===== config.mk =====
export PLATFORM = sky130hd
export DESIGN_NAME = rr_arbiter32
export DESIGN_NICKNAME = d
export VERILOG_FILES = /design/src/rtl/arb_defs.sv /design/src/rtl/rr_arbiter32_lsb_onehot32.sv /design/src/rtl/rr_arbiter32.sv
export SDC_FILE = /design/constraint.sdc
export NUM_CORES = 1
export LEC_CHECK = 0
export ABC_AREA = 1
export BUFFER_PORTS_ARGS = -buffer_cell sky130_fd_sc_hd__buf_2
export CAP_MARGIN = 15
export CORE_MARGIN = 4
export CORE_UTILIZATION = 53
export CTS_CLUSTER_DIAMETER = 200
export CTS_CLUSTER_SIZE = 10
export DETAILED_ROUTE_END_ITERATION = 10
export MAX_ROUTING_LAYER = met4
export PLACE_DENSITY_LB_ADDON = 0.25
export RECOVER_POWER = 50
export SYNTH_ARGS = -nofsm -noshare
export SYNTH_HDL_FRONTEND = slang
export SYNTH_SLANG_ARGS = --single-unit

===== constraint.sdc =====
create_clock -name clk -period 3.15 [get_ports clk]
set_input_delay 0.315 -clock clk [delete_from_list [all_inputs] [get_ports clk]]
set_output_delay 0.315 -clock clk [all_outputs]
set_load 0.01 [all_outputs]

===== src/rtl/arb_defs.sv =====
// ============================================================================
// Module      : arb_defs (package)
// Description : Shared sizes, state encoding and helpers for the 32-way
//               round-robin arbiter (rr_arbiter32) and its priority encoder.
// Revision    : 1.0 - initial release
// ============================================================================
`default_nettype none

package arb_defs;

    // Number of requesters. The design only supports 32.
    localparam int N            = 32;
    // Width of the binary grant index (log2 N).
    localparam int IDW          = 5;
    // Default hold-time limit and hold counter width.
    localparam int MAX_HOLD_DEF = 16;
    localparam int CNTW_DEF     = 8;

    // Arbiter FSM states.
    typedef enum logic {
        IDLE = 1'b0,
        BUSY = 1'b1
    } arb_state_t;

    // Search start index after a grant ends: one past the previous owner.
    // The 5-bit add wraps 31 back to 0 on its own.
    function automatic logic [IDW-1:0] next_ptr(input logic [IDW-1:0] id);
        return id + 5'd1;
    endfunction

endpackage

`default_nettype wire


===== src/rtl/rr_arbiter32_lsb_onehot32.sv =====
// ============================================================================
// Module      : lsb_onehot32
// Description : Combinational 32-bit fixed-priority encoder. The lowest set
//               bit of the input wins.
// Ports       : vec    [31:0] in  - candidate request vector
//               onehot [31:0] out - one-hot winner (zero when vec is zero)
//               idx    [4:0]  out - binary index of winner (zero when none)
//               any           out - high when vec is non-zero
// Revision    : 1.0 - initial release
// ============================================================================
`default_nettype none

module lsb_onehot32
    import arb_defs::*;
(
    input  logic [N-1:0]   vec,
    output logic [N-1:0]   onehot,
    output logic [IDW-1:0] idx,
    output logic           any
);

    always_comb begin
        // Two's-complement trick isolates the lowest set bit.
        onehot = vec & (~vec + 32'd1);
        any    = |vec;
        idx    = '0;
        // Scan downwards so the last hit, the lowest index, is kept.
        for (int i = N - 1; i >= 0; i--) begin
            if (vec[i]) begin
                idx = IDW'(i);
            end
        end
    end

endmodule

`default_nettype wire


===== src/rtl/rr_arbiter32.sv =====
// ============================================================================
// Module      : rr_arbiter32
// Description : 32-requester round-robin arbiter for one shared datapath.
//               A rotating search pointer masks off requesters below it so
//               the fixed-priority encoder yields fair, starvation-free
//               grants. A grant is held until release, request drop, or the
//               hold-time limit, then one idle turnaround cycle follows.
// Ports       : clk                 in  - rising-edge clock
//               reset               in  - asynchronous active-high reset
//               req         [31:0]  in  - level-sensitive requests
//               release_req         in  - owner finished (used only in BUSY)
//               grant       [31:0]  out - registered one-hot grant
//               grant_valid         out - high while a grant is held
//               grant_id    [4:0]   out - index of holder, 0 when idle
//               timeout             out - one-cycle pulse on forced revoke
// Revision    : 1.0 - initial release
// ============================================================================
`default_nettype none

module rr_arbiter32
    import arb_defs::*;
#(
    parameter int MAX_HOLD = MAX_HOLD_DEF,
    parameter int CNTW     = CNTW_DEF
) (
    input  logic           clk,
    input  logic           reset,
    input  logic [N-1:0]   req,
    input  logic           release_req,
    output logic [N-1:0]   grant,
    output logic           grant_valid,
    output logic [IDW-1:0] grant_id,
    output logic           timeout
);

    localparam logic [CNTW-1:0] c_hold_last = CNTW'(MAX_HOLD - 1);

    // ------------------------------------------------------------------
    // State and output registers
    // ------------------------------------------------------------------
    arb_state_t      state_q,       state_d;
    logic [IDW-1:0]  ptr_q,         ptr_d;
    logic [CNTW-1:0] hold_cnt_q,    hold_cnt_d;
    logic [N-1:0]    grant_q,       grant_d;
    logic            grant_valid_q, grant_valid_d;
    logic [IDW-1:0]  grant_id_q,    grant_id_d;
    logic            timeout_q,     timeout_d;

    // ------------------------------------------------------------------
    // Arbitration datapath
    // ------------------------------------------------------------------
    logic [N-1:0]   w_low_mask;
    logic [N-1:0]   w_hi_mask;
    logic [N-1:0]   w_hi_onehot,  w_all_onehot,  w_win_onehot;
    logic [IDW-1:0] w_hi_idx,     w_all_idx,     w_win_idx;
    logic           w_hi_any,     w_all_any;

    // Requesters at or above ptr have priority; the unmasked path wraps
    // around to the low indices when nothing at or above ptr is asking.
    assign w_low_mask = (32'd1 << ptr_q) - 32'd1;
    assign w_hi_mask  = req & ~w_low_mask;

    lsb_onehot32 u_enc_hi (
        .vec    (w_hi_mask),
        .onehot (w_hi_onehot),
        .idx    (w_hi_idx),
        .any    (w_hi_any)
    );

    lsb_onehot32 u_enc_all (
        .vec    (req),
        .onehot (w_all_onehot),
        .idx    (w_all_idx),
        .any    (w_all_any)
    );

    assign w_win_onehot = w_hi_any ? w_hi_onehot : w_all_onehot;
    assign w_win_idx    = w_hi_any ? w_hi_idx    : w_all_idx;

    // ------------------------------------------------------------------
    // End-of-grant conditions
    // ------------------------------------------------------------------
    logic w_end_rel;
    logic w_end_drop;
    logic w_end_limit;

    assign w_end_rel   = release_req;
    assign w_end_drop  = ~req[grant_id_q];
    assign w_end_limit = (hold_cnt_q == c_hold_last);

    // ------------------------------------------------------------------
    // Next-state logic
    // ------------------------------------------------------------------
    always_comb begin
        state_d       = state_q;
        ptr_d         = ptr_q;
        hold_cnt_d    = hold_cnt_q;
        grant_d       = grant_q;
        grant_valid_d = grant_valid_q;
        grant_id_d    = grant_id_q;
        timeout_d     = 1'b0;

        if (state_q == IDLE) begin
            if (w_all_any) begin
                grant_d       = w_win_onehot;
                grant_id_d    = w_win_idx;
                grant_valid_d = 1'b1;
                hold_cnt_d    = '0;
                state_d       = BUSY;
            end
        end else begin
            if (w_end_rel || w_end_drop || w_end_limit) begin
                grant_d       = '0;
                grant_id_d    = '0;
                grant_valid_d = 1'b0;
                ptr_d         = next_ptr(grant_id_q);
                state_d       = IDLE;
                // A release or drop on the limit cycle is a normal end.
                timeout_d     = w_end_limit & ~w_end_rel & ~w_end_drop;
            end else begin
                hold_cnt_d    = hold_cnt_q + 1'b1;
            end
        end
    end

    always_ff @(posedge clk or posedge reset) begin
        if (reset) begin
            state_q       <= IDLE;
            ptr_q         <= '0;
            hold_cnt_q    <= '0;
            grant_q       <= '0;
            grant_valid_q <= 1'b0;
            grant_id_q    <= '0;
            timeout_q     <= 1'b0;
        end else begin
            state_q       <= state_d;
            ptr_q         <= ptr_d;
            hold_cnt_q    <= hold_cnt_d;
            grant_q       <= grant_d;
            grant_valid_q <= grant_valid_d;
            grant_id_q    <= grant_id_d;
            timeout_q     <= timeout_d;
        end
    end

    assign grant       = grant_q;
    assign grant_valid = grant_valid_q;
    assign grant_id    = grant_id_q;
    assign timeout     = timeout_q;

endmodule

`default_nettype wire


---- Yosys cells after proc, flatten, opt, wreduce, memory -nomap -nowiden ----
Index checks and enable logic that the tools add are counted.
operators by class
  add/sub/neg operators ................... 5
  $lt $le $gt $ge ......................... 1
  eq/ne operators ......................... 3
  shifts and indexed selects .............. 1
  muxes and demuxes ....................... 85
  bitwise gates (word level) .............. 10
  reduce and logical (&&, ||, !) cells .... 8
operators by type and width
  kind                                                        number
  2-to-1 mux 5 bit                                            68
  2-to-1 mux 32 bit                                           4
  AND 32 bit                                                  3
  NOT 32 bit                                                  3
  adder 32 x 1 -> 32 bit, second input constant               2
  OR reduction 32 bit                                         2
  << shifter 1 x 5 -> 32 bit, first input constant            1
  subtractor 32 x 1 -> 32 bit, second input constant          1
  2-to-1 mux 8 bit                                            3
  2-to-1 mux 1 bit                                            9
  adder 8 x 1 -> 8 bit, second input constant                 1
  == test 8 x 4 -> 1 bit, second input constant               1
  less-than comparator 5 x 6 -> 1 bit, second input constant  1
  AND reduction 2 bit                                         3
  adder 5 x 1 -> 5 bit, second input constant                 1
  binary-select mux 1 bit (select 5 bit)                      1
  AND 1 bit                                                   2
  logical OR 1 bit                                            2
  != test 2 x 1 -> 1 bit, second input constant               1
  != test 2 bit, second input constant                        1
  NOT 1 bit                                                   2
  nonzero test 2 bit                                          1
storage, ports and cells
  register bits after elaboration ......... 53
  output and inout bits ................... 39
  logic and storage cells ................. 120

---- Longest topological paths before layout ----
  depth in word-level cells ............... 39
  gate-level depth with buffers ........... 38

---- By module ----
A second synthesis with hierarchy kept.
unflattened totals
  cells, all modules ...................... 940
  area total of the unflattened synthesis .. 5346.4 µm²
by module, submodules not included
  module        instances  cells each  area each (µm²)  seq. area each (µm²)
  rr_arbiter32  1          594         3767.4           1326.3
  lsb_onehot32  2          173         789.5            0.0

---- Worst setup path after synthesis ----
OpenSTA, ideal clock, no wires.
  path kind ............................... register to register
  start point ............................. register ptr_q[0]
  end point ............................... register grant_id_q[0] (netlist: grant_id[0])
  library setup time ...................... 116 ps
  arrival ................................. 3089 ps
  required time ........................... 3034 ps
  setup slack ............................. -55 ps
  cell stages (with the launch flop) ...... 31
  buffers on the path ..................... 1
  clock period less this slack ............ 3205 ps
  cell sequence ........................... dfrtp_1 nor2_2 inv_2 nor2_4 inv_2 nor2_1 inv_2 ha_1 nand2_2 nor2_4 inv_2 nand2_1 nand2_2 nand2_2 nor2_2 nand2_2 nor2_4 inv_2 nor2_4 inv_2 nor2_8 nand3_4 nor2_4 inv_2 nor2_8 inv_4 buf_6 a21oi_4 a31oi_1 nand2_1 nand2_1
between the ends
  word-level cells in the longest chain between the ends .. 39
ends and longest elaborated chain
  element                          RTL line                         RTL
  start: declaration               rr_arbiter32.sv:42               logic [IDW-1:0] ptr_q, ptr_d;
  start signal: assignment         rr_arbiter32.sv:137              ptr_q <= ptr_d;
  << shifter 1 x 5 -> 32 bit (*)   rr_arbiter32.sv:60               assign w_low_mask = (32'd1 << ptr_q) - 32'd1;
  subtractor 32 x 1 -> 32 bit (*)  rr_arbiter32.sv:60
  NOT 32 bit (*)                   rr_arbiter32.sv:61               assign w_hi_mask = req & ~w_low_mask;
  AND 32 bit (*)                   rr_arbiter32.sv:61
  2-to-1 mux 5 bit (32 in a row)   rr_arbiter32_lsb_onehot32.sv:29  if (vec[i]) begin
  2-to-1 mux 5 bit (*)             rr_arbiter32.sv:78               assign w_win_idx = w_hi_any ? w_hi_idx : w_all_idx;
  2-to-1 mux 5 bit (*)             rr_arbiter32.sv:104              if (w_all_any) begin
  2-to-1 mux 5 bit (*)             rr_arbiter32.sv:103              if (state_q == IDLE) begin
  end signal: assignment           rr_arbiter32.sv:141              grant_id_q <= grant_id_d;
  end: declaration                 rr_arbiter32.sv:46               logic [IDW-1:0] grant_id_q, grant_id_d;
Every way passes the cells marked *; elsewhere a longest branch is shown, timed or not. The select of a mux whose other input is x is not followed.
A chain may end at the register's enable or synchronous reset.

---- Worst setup path in the final report ----
  start point ............................. register ptr_q[0]
  end point ............................... register grant_q[29] (netlist: grant[29])
between the ends
  word-level cells in the longest chain between the ends .. 10
ends and longest elaborated chain
  element                          RTL line                         RTL
  << shifter 1 x 5 -> 32 bit (*)   rr_arbiter32.sv:60
  subtractor 32 x 1 -> 32 bit (*)  rr_arbiter32.sv:60
  NOT 32 bit (*)                   rr_arbiter32.sv:61
  AND 32 bit (*)                   rr_arbiter32.sv:61
  NOT 32 bit                       rr_arbiter32_lsb_onehot32.sv:24  onehot = vec & (~vec + 32'd1);
  adder 32 x 1 -> 32 bit           rr_arbiter32_lsb_onehot32.sv:24
  AND 32 bit                       rr_arbiter32_lsb_onehot32.sv:24
  2-to-1 mux 32 bit (*)            rr_arbiter32.sv:77               assign w_win_onehot = w_hi_any ? w_hi_onehot : w_all_onehot;
  2-to-1 mux 32 bit (*)            rr_arbiter32.sv:104
  2-to-1 mux 32 bit (*)            rr_arbiter32.sv:103
  end signal: assignment           rr_arbiter32.sv:139              grant_q <= grant_d;
  end: declaration                 rr_arbiter32.sv:44               logic [N-1:0] grant_q, grant_d;
Marks and branches as above.

==> impl_metrics.toml <==
[run_status]
outcome = "finished with violations"
violations = "max-capacitance violations, max-slew violations, negative setup slack"

[setup_path]
r2r_cells = 25
critPathBufInv = 8
required_ns = 3.37
cp-start-kind = "flip-flop"
cpPeakStageDelay_ns = 0.44
crit_family = "simple AND/OR/NAND/NOR gates"
critPathKind = "flip-flop to flip-flop"
critPathCaptureType = "flip-flop"
crit_fanout = 6
crit_arrival_ns = 3.45
cp_slowest_cell = "dfrtp_1"
cp_common_cell = "inv_2"
crit_cells = 25

[routing]
drc = 0
totalWireLength_mm = 17.3
viasPerCell = 5.90
wl_per_cell_um = 17.8
ant_nets = 0
vias = 5749
first_iter_violations = 541
first_pass_iters = 8

[timing]
fmax_mhz = 310
finalSetupViolations = 23
max_slew_margin_pct = -6.21
drv_slew = 28
whs_ns = 0.262
skew_ns = 0.00692
setup_slack_ns = -0.0731
hold_viol = 0
timing.final.crit_share_pct = 102
tightest_slew_ns = 1.59
rsz0062_at_grt = "true"
fin_crit_ns = 3.22

[yosys]
synth_top_flop_cell = "dfrtp_1"
syn_avg_cell_area_um2 = 6.40
yosysWarnings = 0
synth_area_mm2 = 0.00467
synth_fa_ha_area_share_pct = 0.803
async_flop_share_pct = 100
synth_top_family_by_area = "simple AND/OR/NAND/NOR gates"
synth_fp_nets = 768
synthSimpleGateAreaFrac_pct = 38.2
synth_mux_area_share_pct = 0
synth-edff-count = 0
synth_compound_area_share_pct = 20.0
synthCells = 730
synth_seq_area_share_pct = 28.4
synth_cell_types = 47
synth_xor_area_share_pct = 0.562
yosys_register_bits = 53

[worst_hold_path]
hp-class = "input port to async pin"

[placed_design]
io_buffers = 73
place.gp.congestion = 1.08
dp_hpwl_mm = 13.7
dpl_cell_area_mm2 = 0.00550

[layout]
final_cell_area_mm2 = 0.00590
area_delta_synth_final_pct = 26.2
drive_gt1_share_pct = 28.4
diodes = 0
final_nets = 907
nFillCells = 763

[clock_network]
holdBufCountCts = 0
cts.sinks = 53
cts.clk_slew.worst_paths_ns = 0.11
htree_levels = 2
cts_buffers = 5
cts.path.max_buffers = 2
clock-root-buffer = "clkbuf_8"
cts_tree = "done"
clkLatencyLatePin_ns = 0.32

[grt]
grt_max_degree = 28
first_global_vias = 5464
antenna_found_initial = 0
grt-ovfl-total = 0
grt_usage_pct = 34.9
grt_pass1_wl_mm = 27.6

[die]
coreArea_mm2 = 0.00838
initial_core_util_pct = 55.8
die_area_mm2 = 0.0104
rows = 33
die_y_um = 102
io_pins = 74
dieWidth_um = 102

[job]
maxCapViolations = 1

[power]
ir_worst_vdd_uv = 548
powerDensity_mw_per_mm2 = 732
total_leakage_power_uw = 0.00302
## placed cells by master (no fill, tap or decap), drive strengths merged
cell,n
nand2,169
buf,145
inv,125
nor2,115
nand3,58
dfrtp,53
o21ai,53
a21oi,44
nand4,22
nor3,13
o311ai,11
o211ai,8
o31ai,7
a31oi,7
clkbuf,6
a32o,5
o221ai,4
clkinvlp,3
a22o,3
xor2,3
ha,3
or2,2
nor4,2
and3,2
o41ai,2
and2,1
a32oi,1
a41oi,1
nand3b,1
o21bai,1
## metrics by stage
step / setup WS (ns) / utilization [%] / total power [uW] / setup TNS [ns] / instances
2_1_floorplan: -0.0215 / - / 2580 / -0.0215 / 730
3_3_place_gp: -0.0288 / 65.7 / 3520 / -0.0288 / 947
3_5_place_dp: -0.0696 / 65.7 / 3570 / -0.387 / 947
4_1_cts: -0.00314 / 68.3 / 4090 / -0.00314 / 964
5_1_grt: -0.342 / 70.4 / 4640 / -9.60 / 975
6_report: -0.0731 / 70.4 / 4320 / -0.664 / 975
## synthesized netlist by cell type (5+ instances only)
library cell | number | area, um^2
a32o_1 | 5 | 50.1
nand4_1 | 22 | 138
inv_2 | 30 | 113
nand3_1 | 56 | 280
dfrtp_1 | 53 | 1330
inv_1 | 93 | 349
o21ai_0 | 47 | 235
o311ai_0 | 5 | 43.8
o211ai_1 | 8 | 60.1
o31ai_1 | 6 | 45.0
o21ai_1 | 5 | 25.0
nor2_1 | 97 | 364
nor2_2 | 8 | 50.1
nor3_1 | 11 | 55.1
a21oi_1 | 41 | 205
nand2_1 | 158 | 593
clkbuf_1 | 6 | 22.5
nand2_2 | 11 | 68.8
nor2_4 | 7 | 78.8
a31oi_1 | 7 | 43.8
## kinds of logic after synthesis
kind of cell,Yosys count
compound gates,147
xor+xnor,3
fa+ha+maj,3
buf+inv,139
flops,53
simple gates,385
## cell type report
cell class              instances  area (um^2)  area share, %
clock buffers                   5         68.8           1.17
clock inverters                 3         26.3          0.446
inverters                     125          493           8.36
multi-input cells             538         2900           49.2
flip-flops and latches         53         1330           22.5
well taps                     105          131           2.23
repair buffers                146          948           16.1
## registers in the layout, indices dropped and copies added, names as in the netlist
register	flops
ptr_q	5
grant_valid	1
timeout	1
hold_cnt_q	8
state_q	1
grant	32
grant_id	5
## power breakdown
| group | total [uW] | switching (uW) | internal [uW] |
|---|---|---|---|
| logic | 2960 | 1860 | 1100 |
| registers | 922 | 127 | 795 |
| clock network | 432 | 270 | 163 |
## path summary, 6_finish.rpt
path,from,to,slack [ns]
worst min-delay path,reset,hold_cnt_q[1],0.26
min in group clk,req[8],grant[8],0.30
worst max register to register,ptr_q[0],grant[29],-0.07
worst min register to register,grant_valid,grant_valid,0.48
worst max-delay path,ptr_q[0],grant[29],-0.07
max in group asynchronous,reset,ptr_q[3],0.86
## timing repair
| action | in CTS | in global routing |
|---|---|---|
| cloned | 0 | 1 |
| endpoints found under the hold margin | 0 | 0 |
| pin swaps | 10 | 13 |
| setup endpoints to repair | 26 | 39 |
| buffers inserted | 9 | 10 |
| gates resized for setup | 17 | 25 |
## metal layers
layer | vias up | GRT usage [%] | wire [um]
li1 | 2704 | - | -
met1 | 2620 | 44.7 | 6980
met2 | 353 | 55.4 | 7880
met3 | 72 | 5.80 | 1700
met4 | 0 | 13.4 | 765
met5 | - | - | 0
Power figures use the tool's default switching activity.
